[src/rtl/mixer_pkg.sv]
// ----------------------------------------------------------------------------
// mixer_pkg: default voice/oscillator geometry and sequencer state encoding.
// Rev 1.0
// ----------------------------------------------------------------------------
`default_nettype none

package mixer_pkg;

    localparam int VOICES     = 8;
    localparam int V_OSC      = 4;
    localparam int O_ENVS     = 2;
    localparam int V_WIDTH    = 3;
    localparam int O_WIDTH    = 2;
    localparam int OE_WIDTH   = 1;
    localparam int E_WIDTH    = O_WIDTH + OE_WIDTH;
    localparam int SLOT_WIDTH = V_WIDTH + E_WIDTH;
    localparam int TOTAL      = VOICES * V_OSC * O_ENVS;

    typedef enum logic [1:0] {
        ST_IDLE    = 2'd0,
        ST_SCAN    = 2'd1,
        ST_DRAIN   = 2'd2,
        ST_PRESENT = 2'd3
    } seq_state_t;

endpackage

`default_nettype wire

[src/rtl/mixer_slot_counter.sv]
// ----------------------------------------------------------------------------
// mixer_slot_counter: {voice, osc, env} slot index that saturates at the last slot.
// Rev 1.0
// ----------------------------------------------------------------------------
`default_nettype none

module mixer_slot_counter #(
    parameter int SLOT_COUNT = 64,
    parameter int WIDTH      = 6
) (
    input  logic             sCLK_XVXENVS,
    input  logic             iRST_N,
    input  logic             start,
    input  logic             active,
    output logic [WIDTH-1:0] xxxx,
    output logic             n_xxxx_zero,
    output logic             last_slot
);

    import mixer_pkg::*;

    localparam logic [WIDTH-1:0] LAST = WIDTH'(SLOT_COUNT - 1);

    assign last_slot   = active && (xxxx == LAST);
    assign n_xxxx_zero = active && (xxxx == '0);

    // Holding at LAST keeps the index in range even if active lingers.
    always_ff @(posedge sCLK_XVXENVS or negedge iRST_N) begin
        if (!iRST_N) begin
            xxxx <= '0;
        end else if (start) begin
            xxxx <= '0;
        end else if (active && (xxxx != LAST)) begin
            xxxx <= xxxx + WIDTH'(1);
        end
    end

endmodule

`default_nettype wire

[src/rtl/mixer_sequencer.sv]
// ----------------------------------------------------------------------------
// mixer_sequencer: per-frame slot scan, pipeline drain and sample presentation.
// Rev 1.0
// ----------------------------------------------------------------------------
`default_nettype none

module mixer_sequencer #(
    parameter int VOICES    = mixer_pkg::VOICES,
    parameter int V_OSC     = mixer_pkg::V_OSC,
    parameter int O_ENVS    = mixer_pkg::O_ENVS,
    parameter int V_WIDTH   = mixer_pkg::V_WIDTH,
    parameter int O_WIDTH   = mixer_pkg::O_WIDTH,
    parameter int OE_WIDTH  = mixer_pkg::OE_WIDTH,
    parameter int DRAIN_CYC = V_OSC + 4
) (
    input  logic                                sCLK_XVXENVS,
    input  logic                                iRST_N,
    input  logic                                frame_start,
    input  logic signed [15:0]                  lsound_in,
    input  logic signed [15:0]                  rsound_in,
    input  logic                                out_ready,
    input  logic                                clr_overrun,
    output logic [V_WIDTH+O_WIDTH+OE_WIDTH-1:0] xxxx,
    output logic                                n_xxxx_zero,
    output logic                                busy,
    output logic                                sample_valid,
    output logic signed [15:0]                  lsample,
    output logic signed [15:0]                  rsample,
    output logic                                overrun
);

    import mixer_pkg::*;

    localparam int E_W    = O_WIDTH + OE_WIDTH;
    localparam int SLOT_W = V_WIDTH + E_W;
    localparam int SLOTS  = VOICES * V_OSC * O_ENVS;
    localparam int DCW    = (DRAIN_CYC > 1) ? $clog2(DRAIN_CYC) : 1;
    localparam logic [DCW-1:0] DRAIN_LAST = DCW'(DRAIN_CYC - 1);

    seq_state_t     state;
    seq_state_t     state_next;
    logic           scan_start;
    logic           scan_last;
    logic           drain_last;
    logic [DCW-1:0] drain_cnt;

    mixer_slot_counter #(
        .SLOT_COUNT (SLOTS),
        .WIDTH      (SLOT_W)
    ) u_slot_counter (
        .sCLK_XVXENVS (sCLK_XVXENVS),
        .iRST_N       (iRST_N),
        .start        (scan_start),
        .active       (state == ST_SCAN),
        .xxxx         (xxxx),
        .n_xxxx_zero  (n_xxxx_zero),
        .last_slot    (scan_last)
    );

    assign drain_last = (state == ST_DRAIN) && (drain_cnt == DRAIN_LAST);

    always_ff @(posedge sCLK_XVXENVS or negedge iRST_N) begin
        if (!iRST_N) begin
            state <= ST_IDLE;
        end else begin
            state <= state_next;
        end
    end

    always_comb begin
        state_next   = state;
        scan_start   = 1'b0;
        busy         = 1'b0;
        sample_valid = 1'b0;
        case (state)
            ST_IDLE: begin
                if (frame_start) begin
                    state_next = ST_SCAN;
                    scan_start = 1'b1;
                end
            end
            ST_SCAN: begin
                busy = 1'b1;
                if (scan_last) state_next = ST_DRAIN;
            end
            ST_DRAIN: begin
                busy = 1'b1;
                if (drain_last) state_next = ST_PRESENT;
            end
            ST_PRESENT: begin
                sample_valid = 1'b1;
                if (out_ready) state_next = ST_IDLE;
            end
            default: state_next = ST_IDLE;
        endcase
    end

    always_ff @(posedge sCLK_XVXENVS or negedge iRST_N) begin
        if (!iRST_N) begin
            drain_cnt <= '0;
        end else if (state != ST_DRAIN) begin
            drain_cnt <= '0;
        end else if (!drain_last) begin
            drain_cnt <= drain_cnt + DCW'(1);
        end
    end

    // The mixer output is only meaningful once the pipeline has fully drained.
    always_ff @(posedge sCLK_XVXENVS or negedge iRST_N) begin
        if (!iRST_N) begin
            lsample <= '0;
            rsample <= '0;
        end else if (drain_last) begin
            lsample <= lsound_in;
            rsample <= rsound_in;
        end
    end

    // A tick outside IDLE means the previous frame overran; set beats clear.
    always_ff @(posedge sCLK_XVXENVS or negedge iRST_N) begin
        if (!iRST_N) begin
            overrun <= 1'b0;
        end else if (frame_start && (state != ST_IDLE)) begin
            overrun <= 1'b1;
        end else if (clr_overrun) begin
            overrun <= 1'b0;
        end
    end

endmodule

`default_nettype wire

[config.mk]
export PLATFORM = sky130hd
export DESIGN_NAME = mixer_sequencer
export DESIGN_NICKNAME = d
export VERILOG_FILES = /design/src/rtl/mixer_pkg.sv /design/src/rtl/mixer_slot_counter.sv /design/src/rtl/mixer_sequencer.sv
export SDC_FILE = /design/constraint.sdc
export NUM_CORES = 1
export LEC_CHECK = 0
export BUFFER_PORTS_ARGS = -buffer_cell sky130_fd_sc_hd__buf_2
export CAP_MARGIN = 0
export CELL_PAD_IN_SITES_DETAIL_PLACEMENT = 0
export CELL_PAD_IN_SITES_GLOBAL_PLACEMENT = 1
export CORE_AREA = 4 4 118 64
export CTS_BUF_LIST = sky130_fd_sc_hd__clkbuf_8
export DETAILED_ROUTE_END_ITERATION = 8
export DIE_AREA = 0 0 122 68
export GPL_ROUTABILITY_DRIVEN = 0
export PLACE_DENSITY = 0.71
export RECOVER_POWER = 25
export SLEW_MARGIN = 25
export SYNTH_ARGS = -nofsm -noshare
export SYNTH_HDL_FRONTEND = slang
export SYNTH_SLANG_ARGS = --single-unit
[constraint.sdc]
create_clock -name sCLK_XVXENVS -period 3.1 [get_ports sCLK_XVXENVS]
set_input_delay 0.465 -clock sCLK_XVXENVS [delete_from_list [all_inputs] [get_ports sCLK_XVXENVS]]
set_output_delay 0.465 -clock sCLK_XVXENVS [all_outputs]
set_load 0.02 [all_outputs]
======== Word-level counts from Yosys, hierarchy flattened ========
Cells that the tools add are included.
storage, ports and cells
  output and inout bits ................... 42
  input port bits ......................... 37
  logic and storage cells ................. 47
  register bits after elaboration ......... 44
operators by class
  muxes and demuxes ....................... 15
  reductions and logical operators ........ 12
  equality and inequality tests ........... 12
  add/subtract/negate cells ............... 2
operators by type and width
  operator                                                          number
  6-bit 2-to-1 mux                                                  2
  2-bit != test (second input constant)                             5
  2-bit 2-to-1 mux                                                  4
  2-bit one-hot mux with 4 select lines                             1
  6-bit by 1-bit adder with 6-bit output (second input constant)    1
  6-bit == test (second input constant)                             1
  6-bit zero test                                                   1
  1-bit 2-to-1 mux                                                  6
  3-bit 2-to-1 mux                                                  2
  6-bit != test (second input constant)                             1
  2-bit nonzero test                                                3
  1-bit logical AND                                                 5
  2-bit == test (second input constant)                             2
  4-bit AND reduction                                               1
  3-bit by 1-bit adder with 3-bit output (second input constant)    1
  3-bit == test (second input constant)                             1
  2-bit by 1-bit == test with 1-bit output (second input constant)  1
  2-bit zero test                                                   1
  2-bit by 1-bit != test with 1-bit output (second input constant)  1
  2-bit OR reduction                                                1

======== Depth between registers and ports, before layout ========
Gate-level depths: netlist of run 1.
  depth in word-level cells ............... 4
  mapped depth ............................ 7
  mapped depth without buffers ............ 6

======== Hierarchy ========
A second synthesis of run 1 with hierarchy kept.
unflattened totals
  cell total of the unflattened synthesis .. 147
  area total of the unflattened synthesis .. 2,006.9 µm²
modules (own cells, without submodules)
  module              times used  area an instance (µm²)  cells each  seq. area each (µm²)
  mixer_sequencer     1           1,581.5                 101         950.9
  mixer_slot_counter  1           425.4                   46          150.1

======== Least setup slack after synthesis of run 1 ========
Ideal clock, no wire load.
  kind .................................... register to register
  start ................................... register drain_cnt[0]
  end ..................................... register rsample[10]
  data required time ...................... 2.975 ns
  slack ................................... 1.416 ns
  period minus slack after synthesis ...... 1.684 ns
  stages on the path, launching flop included .. 7
  buffers on the path ..................... 2
  arrival ................................. 1.560 ns
  library setup time ...................... 0.125 ns
  path through ............................ dfrtp_1 -> ha_1 -> ha_1 -> buf_4 -> nand2_1 -> buf_2 -> mux2_2
between the ends
  word-level cells in the longest chain between the ends .. 2
ends and longest elaborated chain
  what                    RTL line                RTL
  start, declared         mixer_sequencer.sv:45   logic [DCW-1:0] drain_cnt;
  start signal, assigned  mixer_sequencer.sv:104  drain_cnt <= drain_cnt + DCW'(1);
  3-bit == test           mixer_sequencer.sv:60   assign drain_last = (state == ST_DRAIN) && (drain_cnt == DRAIN_LAST);
  1-bit logical AND       mixer_sequencer.sv:60
  end signal, assigned    mixer_sequencer.sv:115  rsample <= rsound_in;
  end, declared           mixer_sequencer.sv:28   output logic signed [15:0] rsample,
Every way passes these cells.
A chain may end at the register's enable or synchronous reset.

======== Worst setup path in the final report of run 1 ========
  start ................................... register drain_cnt[0]
  end ..................................... register rsample[15]
Same word-level chain as after synthesis.

==> reports/qor.yml, run 1 <==
detailed_routing:
  wl_um: 4050
  drt_iter0_drc: 83
  routed_via_density: 4.18
  drc: 0
  drt-wirelength-per-cell_um: 13.1
  dr.pass1.iters: 4
  postRouteAntennaNets: 0
  vias: 1297
timing:
  clock.fmax_mhz: 494
  clock_skew_ns: 0.00785
  rsz0062_at_grt: "false"
  slew_headroom: 0.616
  hold_viol: 0
  fin_setup_tns_ns: 0
  setup_violations: 0
  drv_slew: 0
  period_share: 0.654
  tightest_slew_ns: 0.577
  period_needed_ns: 2.03
yosys:
  synth_edf_count: 0
  synth-compound-area-share: 0.0375
  synth.area.mux_share: 0.219
  ys.flop_type: "dfrtp_1"
  synth-seq-area-share: 0.580
  syn_nets: 182
  yosysUniqueCellTypes: 29
  synthCells: 136
  yosys.area_share.simple: 0.0599
  synth_xor_area_frac: 0.00922
  async_flop_share: 1.00
  synth_area_um2: 1900
  ys_warn_count: 0
  syn_avg_cell_area_um2: 14.0
  synthAdderAreaFrac: 0.0593
  synth_seq_cells: 44
  synth_top_family_by_area: "multiplexers"
finish:
  drive_gt1_frac: 0.560
  final_cell_mix: "77 x buf_2, 44 x dfrtp_1, 29 x mux2_2"
  layout.nets: 263
  n_antenna_cell: 0
  fin_cells: 310
  syn_to_final_growth_pct: 32.8
  final_common_cell: "buf_2"
clocking:
  cts_setup_buffers: 0
  cts_resized: 0
  worstSkewPairLatency_ns: 0.30
  cts_max_level: 2
  cts_tree: "yes"
  clockBufferDepth: 2
  cts_root_buf: "clkbuf_8"
  clock-sinks: 44
  clk_pin_slew_ns: 0.09
  cts_buffers: 5
  hold_buffers: 0
worst_setup_path:
  critPathSlowestCell: "nand2_1"
  path_cells: "ha_1 -> ha_1 -> nand2_1 -> buf_12 -> mux2_2"
  worstReg2RegStart: "drain_cnt[0]"
  critPathMostFrequentCell: "ha_1"
  r2r_cells: 5
  worstPathRequired_ns: 3.28
  r2r-end: "rsample[15]"
  worstSetupPathType: "flop to flop"
  crit_path_max_incr_delay_ns: 0.44
  cp_max_fo: 22
  start_kind: "flop"
  cp_data_arrival_time_ns: 2.21
  end_kind: "flop"
  r2r_setup_slack_ns: 1.07
floorplanning:
  die_width_um: 122
  core_um2: 6490
  io_pins: 79
  fp.dieH_um: 68
  die_area_um2: 8300
  rows: 21
  start_util: 0.293
place:
  post-dp-hpwl_um: 2970
  placed_cells: 302
  io_buffers: 78
global_routing:
  grt_pass1_wl_um: 6300
  grt_usage: 0.102
  grt_pass1_vias: 1275
  grt.overflow.total: 0
  grt_antenna_before_repair: 0
  grt_max_degree: 45
run_status:
  outcome: "completed"
min_path:
  hold_path.class: "input port to asynchronous set/reset pin"
pwr:
  p_leak_nw: 1.25
  irDropWorstVdd_mv: 0.229
  powerDensity_nw_per_um2: 678
flow_run:
  max_cap_violations: 0
==> worst max path at each step <==
stage / endpoint / slack, ns / cells past startpoint / startpoint
finish: rsample[15] / 1.07 / 5 / drain_cnt[0]
detailed placement: lsample[2] / 1.06 / 5 / drain_cnt[0]
global route: n_xxxx_zero / 0.96 / 5 / u_slot_counter.xxxx[0]
global placement: lsample[12] / 1.11 / 5 / drain_cnt[0]
floorplan: rsample[10] / 1.42 / 6 / drain_cnt[0]
CTS: rsample[15] / 1.05 / 5 / drain_cnt[0]
==> power breakdown <==
| group | switching [mW] | internal, mW | leakage, nW |
|---|---|---|---|
| sequential | 0.0638 | 0.647 | 0.529 |
| combinational | 0.300 | 0.226 | 0.660 |
| clock | 0.209 | 0.264 | 0.0614 |
==> metal layers <==
layer  share of wire  track usage  up-vias
met5               0            0        -
met4           0.012       0.0377        0
met3            0.12       0.0636        7
met2            0.38        0.128       52
met1            0.49        0.138      607
li1                -            -      631
==> critical path, delay by kind of cell (launching register included) <==
family        cells  cell delay [ns]
fa+ha+maj         2             0.47
simple gates      1             0.44
mux               1             0.35
buf+inv           1             0.24
flops             1             0.40
==> cells by family (layout without fill, tap and decap cells) <==
family / count (synthesis) / in the layout
xor gates and xnor gates: 2 / 2
muxes: 37 / 37
adders and majority gates: 9 / 9
DFF: 44 / 44
AOI/OAI and AO/OA: 8 / 8
buffers and inverters: 16 / 98
and+or+nand+nor: 20 / 20
==> state kept, by name, indices dropped and copies added (netlist names) <==
register / flops
drain_cnt: 3
lsample: 16
overrun: 1
rsample: 16
state: 2
u_slot_counter.xxxx: 6
==> cell usage after synthesis (3+ instances only) <==
master   instances  area share
mux2_1           3       0.018
nor3_1           3      0.0079
mux2i_1          4       0.021
ha_1             9       0.059
mux2_2          29        0.17
nor2_1           4      0.0079
dfrtp_1         44        0.58
buf_2            3      0.0079
inv_1           10       0.020
==> metrics by stage <==
stage | instance area, um^2 | utilization | setup slack [ns] | hold slack [ns] | power, mW
6_report | 2520 | 0.389 | 1.07 | 0.148 | 1.71
3_5_place_dp | 2400 | 0.370 | 1.06 | 0.477 | 1.25
5_1_grt | 2520 | 0.389 | 0.962 | 0.189 | 1.82
3_3_place_gp | 2400 | 0.370 | 1.11 | 0.471 | 1.25
2_1_floorplan | 1900 | - | 1.42 | 0.169 | 1.08
4_1_cts | 2520 | 0.388 | 1.05 | 0.328 | 1.74
==> cell type report <==
cell class / count / area, um^2
inverters: 11 / 41.3
repair buffers: 79 / 413
clock buffers: 6 / 82.6
well taps: 92 / 115
flip-flops and latches: 44 / 1100
clock inverters: 2 / 38.8
fillers: 660 / 3970
multi-input cells: 76 / 731
(Power assumes the default switching activity.)
==> run 2: changes to the inputs <==
--- a/config.mk
+++ b/config.mk
@@ -14,7 +14,7 @@
 export DETAILED_ROUTE_END_ITERATION = 8
 export DIE_AREA = 0 0 122 68
 export GPL_ROUTABILITY_DRIVEN = 0
-export PLACE_DENSITY = 0.71
+export PLACE_DENSITY = 0.73
 export RECOVER_POWER = 25
 export SLEW_MARGIN = 25
 export SYNTH_ARGS = -nofsm -noshare
==> constraint.sdc (replaced) <==
create_clock -name sCLK_XVXENVS -period 1.79 [get_ports sCLK_XVXENVS]
set_input_delay 0.2685 -clock sCLK_XVXENVS [delete_from_list [all_inputs] [get_ports sCLK_XVXENVS]]
set_output_delay 0.2685 -clock sCLK_XVXENVS [all_outputs]
set_load 0.02 [all_outputs]
==> run 2 against run 1 <==
Via count is 5.1% higher. Clock skew is 0.0056 ns lower. Wire length is 8.5% higher. Non-clock buffer count rose by 10. Sequential cell count did not move. Largest cell class unchanged. Highest routed layer unchanged.
==> reports/qor.yml, run 2 (synthesized netlist as in run 1, its figures left out) <==
run_status:
  outcome: "completed"
clocking:
  cts_max_level: 2  # unchanged
  cts_root_buf: "clkbuf_8"
  clockBufferDepth: 2  # unchanged
  clock-sinks: 44  # unchanged
  cts_tree: "yes"
  worstSkewPairLatency_ns: 0.29  # about the same
  cts_buffers: 5  # unchanged
  clk_pin_slew_ns: 0.08  # about the same
pwr:
  seq_power_share: 0.420  # +0.004
  p_sw_mw: 1.05  # +83%
  p_int_mw: 1.91  # +68%
  p_leak_nw: 1.28  # +2.8%
  irDropWorstVdd_mv: 0.314  # +37%
  clockPowerShare: 0.199  # -0.078
  powerDensity_nw_per_um2: 1140  # +68%
  power_switching_share: 0.353  # +0.0185
  combPwrFrac: 0.381  # +0.074
worst_setup_path:
  cp_max_fo: 5  # -77%
  end_kind: "output port"
  r2r_setup_slack_ns: 0.07  # -1.00 ns
  cp_data_arrival_time_ns: 1.52  # -0.69 ns
  worstPathRequired_ns: 1.52  # -1.76 ns
  worstSetupPathType: "flop to output port"
  critPathCapture: "n_xxxx_zero"
  crit_start: "u_slot_counter.xxxx[1]"
  worstReg2RegStart: "drain_cnt[0]"
  start_kind: "flop"
  r2r-end: "state[1]"
  r2r_cells: 6  # +1
timing:
  setup_violations: 0  # unchanged
  hold_viol: 0  # unchanged
  clock_skew_ns: 0.00227  # -0.00558 ns
  period_share: 1.00
  rsz0062_at_grt: "true"
  tightest_slew_ns: 1.13  # +0.553 ns
  drv_slew: 0  # unchanged
  period_needed_ns: 1.79
  timing.final.ws_setup_ns: 0.000759  # -1.07 ns
  slew_headroom: 0.247  # -0.369
  clock.fmax_mhz: 559
min_path:
  hold_path.class: "input port to flop"
floorplanning:
  start_util: 0.293  # unchanged
  rows: 21  # unchanged
  die_area_um2: 8300  # unchanged
  core_um2: 6490  # unchanged
  fp.dieH_um: 68  # unchanged
  io_pins: 79  # unchanged
  die_width_um: 122  # unchanged
global_routing:
  grt_antenna_before_repair: 0  # unchanged
  grt.overflow.total: 0  # unchanged
  grt_pass1_vias: 1385  # +8.6%
  grt_pass1_wl_um: 6920  # +9.9%
  grt_max_degree: 29  # -36%
  grt_usage: 0.113  # +0.0111
finish:
  syn_to_final_growth_pct: 36.8
  area.sequential_um2: 1100  # unchanged
  reg_top3: "lsample x16, rsample x16, u_slot_counter.xxxx x6"
  final_cell_mix: "76 x buf_2, 44 x dfrtp_1, 29 x mux2_2"
  drive_gt1_frac: 0.586  # +0.0263
  layout.nets: 273  # +3.8%
  multiInputGateArea_um2: 766  # +4.8%
  final_util: 0.400  # +0.0116
  n_antenna_cell: 0  # unchanged
  final_common_cell: "buf_2"
  n_fill_cell: 645  # -2.3%
place:
  io_buffers: 78  # unchanged
  post-dp-hpwl_um: 3220  # +8.5%
  pre_cts_slack_ns: 0.0868  # -0.972 ns
flow_run:
  max_cap_violations: 0  # unchanged
detailed_routing:
  drc: 0  # unchanged
  dr.pass1.iters: 4  # unchanged
  routed_via_density: 4.27  # +2.1%
  postRouteAntennaNets: 0  # unchanged
  drt_iter0_drc: 103  # +24%
  drt-wirelength-per-cell_um: 13.8  # +5.5%
  wl_um: 4400  # +8.5%
  vias: 1363  # +5.1%
[run 2: through the flow]
stage,std cells,cell area (um^2),hold slack [ns],power (mW),TNS (ns)
finish,319,2600,0.155,2.96,0
global route,319,2600,0.151,3.18,-0.318
CTS,315,2550,0.135,2.87,0
detailed placement,306,2440,0.268,2.22,0
global placement,306,2440,0.259,2.19,0
floorplan,136,1900,-0.0271,1.87,0
[run 2: cell type report]
type / count / area share
clock buffers: 5 / 0.0265
clock inverters: 2 / 0.00337
inverters: 11 / 0.0159
multi-input cells: 76 / 0.295
flip-flops and latches: 44 / 0.424
well taps: 92 / 0.0443
repair buffers: 89 / 0.191
[run 2: repair_timing]
action	4_1_cts	5_1_grt
setup endpoints to repair	1	2
hold buffers	1	0
setup buffers	1	4
resized for setup	3	6
pin swaps	0	2
endpoints found under the hold margin	20	0
[run 2: power groups by stage]
stage | sequential [mW] | clock (mW) | combinational [mW]
after floorplan | 1.34 | 0 | 0.537
after global placement | 1.25 | 0 | 0.944
after detailed placement | 1.26 | 0 | 0.962
after CTS | 1.24 | 0.629 | 1.00
after global routing | 1.26 | 0.683 | 1.23
final | 1.24 | 0.588 | 1.13
[run 2: metal layers]
metal / up-vias / share of wire / global-route usage / wire [um]
met5: - / 0 / 0 / 0
met1: 649 / 0.45 / 0.149 / 1980
met4: 0 / 0.016 / 0.0503 / 69
met3: 8 / 0.12 / 0.0611 / 532
met2: 61 / 0.41 / 0.150 / 1810
li1: 645 / - / - / -
[run 2: worst min path at each step]
stage	depth (start not counted)	slack, ns	startpoint	to
6_report	2	0.15	clr_overrun	overrun
5_1_grt	2	0.15	lsound_in[14]	lsample[14]
4_1_cts	2	0.14	clr_overrun	overrun
3_5_place_dp	1	0.27	iRST_N	rsample[3]
3_3_place_gp	1	0.26	iRST_N	rsample[1]
2_1_floorplan	0	-0.03	iRST_N	drain_cnt[0]
[run 2: critical path, cell delays in order (launching register included)]
cell and delay, ns:
dfrtp_1 0.42, inv_1 0.08, ha_2 0.19, nor4b_4 0.21
and3_4 0.22, buf_6 0.11
==> run 3: changes to the inputs <==
--- a/config.mk
+++ b/config.mk
@@ -10,7 +10,7 @@
 export CELL_PAD_IN_SITES_DETAIL_PLACEMENT = 0
 export CELL_PAD_IN_SITES_GLOBAL_PLACEMENT = 1
 export CORE_AREA = 4 4 118 64
-export CTS_BUF_LIST = sky130_fd_sc_hd__clkbuf_8
+export CTS_BUF_LIST = sky130_fd_sc_hd__clkbuf_4
 export DETAILED_ROUTE_END_ITERATION = 8
 export DIE_AREA = 0 0 122 68
 export GPL_ROUTABILITY_DRIVEN = 0
==> constraint.sdc (replaced) <==
create_clock -name sCLK_XVXENVS -period 1.79 [get_ports sCLK_XVXENVS]
set_input_delay 0.2685 -clock sCLK_XVXENVS [delete_from_list [all_inputs] [get_ports sCLK_XVXENVS]]
set_output_delay 0.2685 -clock sCLK_XVXENVS [all_outputs]
set_load 0.01 [all_outputs]
==> run 3 against run 2 <==
Via count is essentially flat. Combinational power down 9%. Utilization fell by 0.25 points. Critical endpoint unchanged. Largest cell class unchanged.
==> reports/qor.yml, run 3 (synthesized netlist as in run 1, its figures left out) <==
run_status:
  outcome: "completed"
clocking:
  cts_buffers: 5  # unchanged
  cts_root_buf: "clkbuf_4"
  clockBufferDepth: 2  # unchanged
  clk_pin_slew_ns: 0.13  # +0.05 ns
  worstSkewPairLatency_ns: 0.35  # +0.06 ns
  cts_tree: "yes"
  cts_max_level: 2  # unchanged
  clock-sinks: 44  # unchanged
place:
  pre_cts_slack_ns: 0.0868  # unchanged
  io_buffers: 78  # unchanged
  postPlaceCellArea_um2: 2440  # unchanged
  post-dp-hpwl_um: 3220  # unchanged
  placed_cells: 306  # unchanged
finish:
  final_area_um2: 2580  # -0.63%
  n_fill_cell: 646  # +0.16%
  final_cell_mix: "77 x buf_2, 43 x dfrtp_1, 29 x mux2_2"
  final_util: 0.398  # -0.00251
  layout.nets: 273  # unchanged
  final_common_cell: "buf_2"
  drive_gt1_frac: 0.599  # +0.0132
  syn_to_final_growth_pct: 35.9
  reg_top3: "lsample x16, rsample x16, u_slot_counter.xxxx x6"
  n_antenna_cell: 0  # unchanged
  fin_cells: 319  # unchanged
timing:
  clock_skew_ns: 0.00963  # +0.00737 ns
  hold_viol: 0  # unchanged
  timing.final.ws_setup_ns: 0.0414  # +0.0406 ns
  drv_slew: 0  # unchanged
  holdWs_ns: 0.0855  # -0.0694 ns
  period_share: 0.977  # -0.0227
  setup_violations: 0  # unchanged
  slew_headroom: 0.216  # -0.0307
  clock.fmax_mhz: 572  # +2.3%
  rsz0062_at_grt: "true"
  fin_setup_tns_ns: 0  # unchanged
  tightest_slew_ns: 1.18  # +0.0460 ns
  period_needed_ns: 1.75  # -0.0406 ns
pwr:
  p_leak_nw: 1.27  # -0.94%
  power_switching_share: 0.341  # -0.0124
  clockPowerShare: 0.173  # -0.026
  seq_power_share: 0.451  # +0.031
  p_int_mw: 1.81  # -5.2%
  powerDensity_nw_per_um2: 1070  # -6.4%
  p_sw_mw: 0.938  # -10%
  irDropWorstVdd_mv: 0.366  # +17%
  p_total_mw: 2.75  # -7.0%
  combPwrFrac: 0.376  # -0.005
global_routing:
  grt_usage: 0.112  # -0.00125
  grt_pass1_wl_um: 6930  # +0.20%
  grt_antenna_before_repair: 0  # unchanged
  grt_pass1_vias: 1401  # +1.2%
  grt_max_degree: 29  # unchanged
  grt.overflow.total: 0  # unchanged
detailed_routing:
  postRouteAntennaNets: 0  # unchanged
  vias: 1364  # +0.073%
  routed_via_density: 4.28  # about the same
  drt_iter0_drc: 117  # +14%
  dr.pass1.iters: 6  # +2
  drt-wirelength-per-cell_um: 13.7  # -0.41%
  drc: 0  # unchanged
  wl_um: 4380  # -0.41%
flow_run:
  max_cap_violations: 0  # unchanged
worst_setup_path:
  start_kind: "flop"
  cp_max_fo: 6  # +1
  cp_data_arrival_time_ns: 1.48  # -0.04 ns
  worstSetupPathType: "flop to output port"
  worstPathRequired_ns: 1.52  # about the same
  end_kind: "output port"
min_path:
  hold_path.class: "input port to flop"
floorplanning:
  rows: 21  # unchanged
  fp.dieH_um: 68  # unchanged
  start_util: 0.293  # unchanged
  io_pins: 79  # unchanged
  die_area_um2: 8300  # unchanged
  core_um2: 6490  # unchanged
  die_width_um: 122  # unchanged
==> run 3: area by class of cell <==
class,count,area [um^2],area share
Timing Repair Buffer,89,499,0.193
Sequential cell,44,1100,0.427
Tap cell,92,115,0.0446
Inverter,11,41.3,0.0160
Clock inverter,1,5.00,0.00194
Multi-Input combinational cell,76,773,0.300
Clock buffer,6,45.0,0.0175
==> run 3: path summary, 6_finish.rpt <==
path                       cells after the start  slack (ns)          end         from
setup / recovery                               4        0.04  n_xxxx_zero     state[1]
hold / removal                                 2        0.09      overrun  clr_overrun
setup reg to reg                               5        0.09     state[1]     state[0]
hold reg to reg                                1        0.50  lsample[14]  lsample[14]
max in group asynchronous                      3        0.41  lsample[10]       iRST_N
min in group asynchronous                      2        0.66   rsample[3]       iRST_N
==> run 3: metal layers <==
layer / global-route usage / wire (um) / vias to the layer above
met2: 0.150 / 1770 / 54
li1: - / - / 648
met1: 0.151 / 2070 / 654
met4: 0.0377 / 52 / 0
met3: 0.0611 / 485 / 8
met5: 0 / 0 / -
==> run 3: worst max-delay path, cell delays in order (launching register included) <==
cell and delay [ns]:
dfrtp_1 0.46, inv_1 0.17, ha_4 0.20, and3_1 0.17
buf_2 0.13
==> run 3: power by group through the flow <==
stage          registers (mW)  logic [mW]  clock network, mW
2_1_floorplan            1.27       0.499                  0
3_3_place_gp             1.25       0.845                  0
3_5_place_dp             1.26       0.862                  0
4_1_cts                  1.23       0.954              0.513
5_1_grt                  1.26        1.14              0.565
6_report                 1.24        1.03              0.477
==> run 3: timing repair <==
action,CTS,global route
setup buffers,3,2
hold buffers,1,0
setup endpoints to repair,1,3
gates resized for setup,5,5
hold endpoints to repair,20,0
pin swaps,1,3
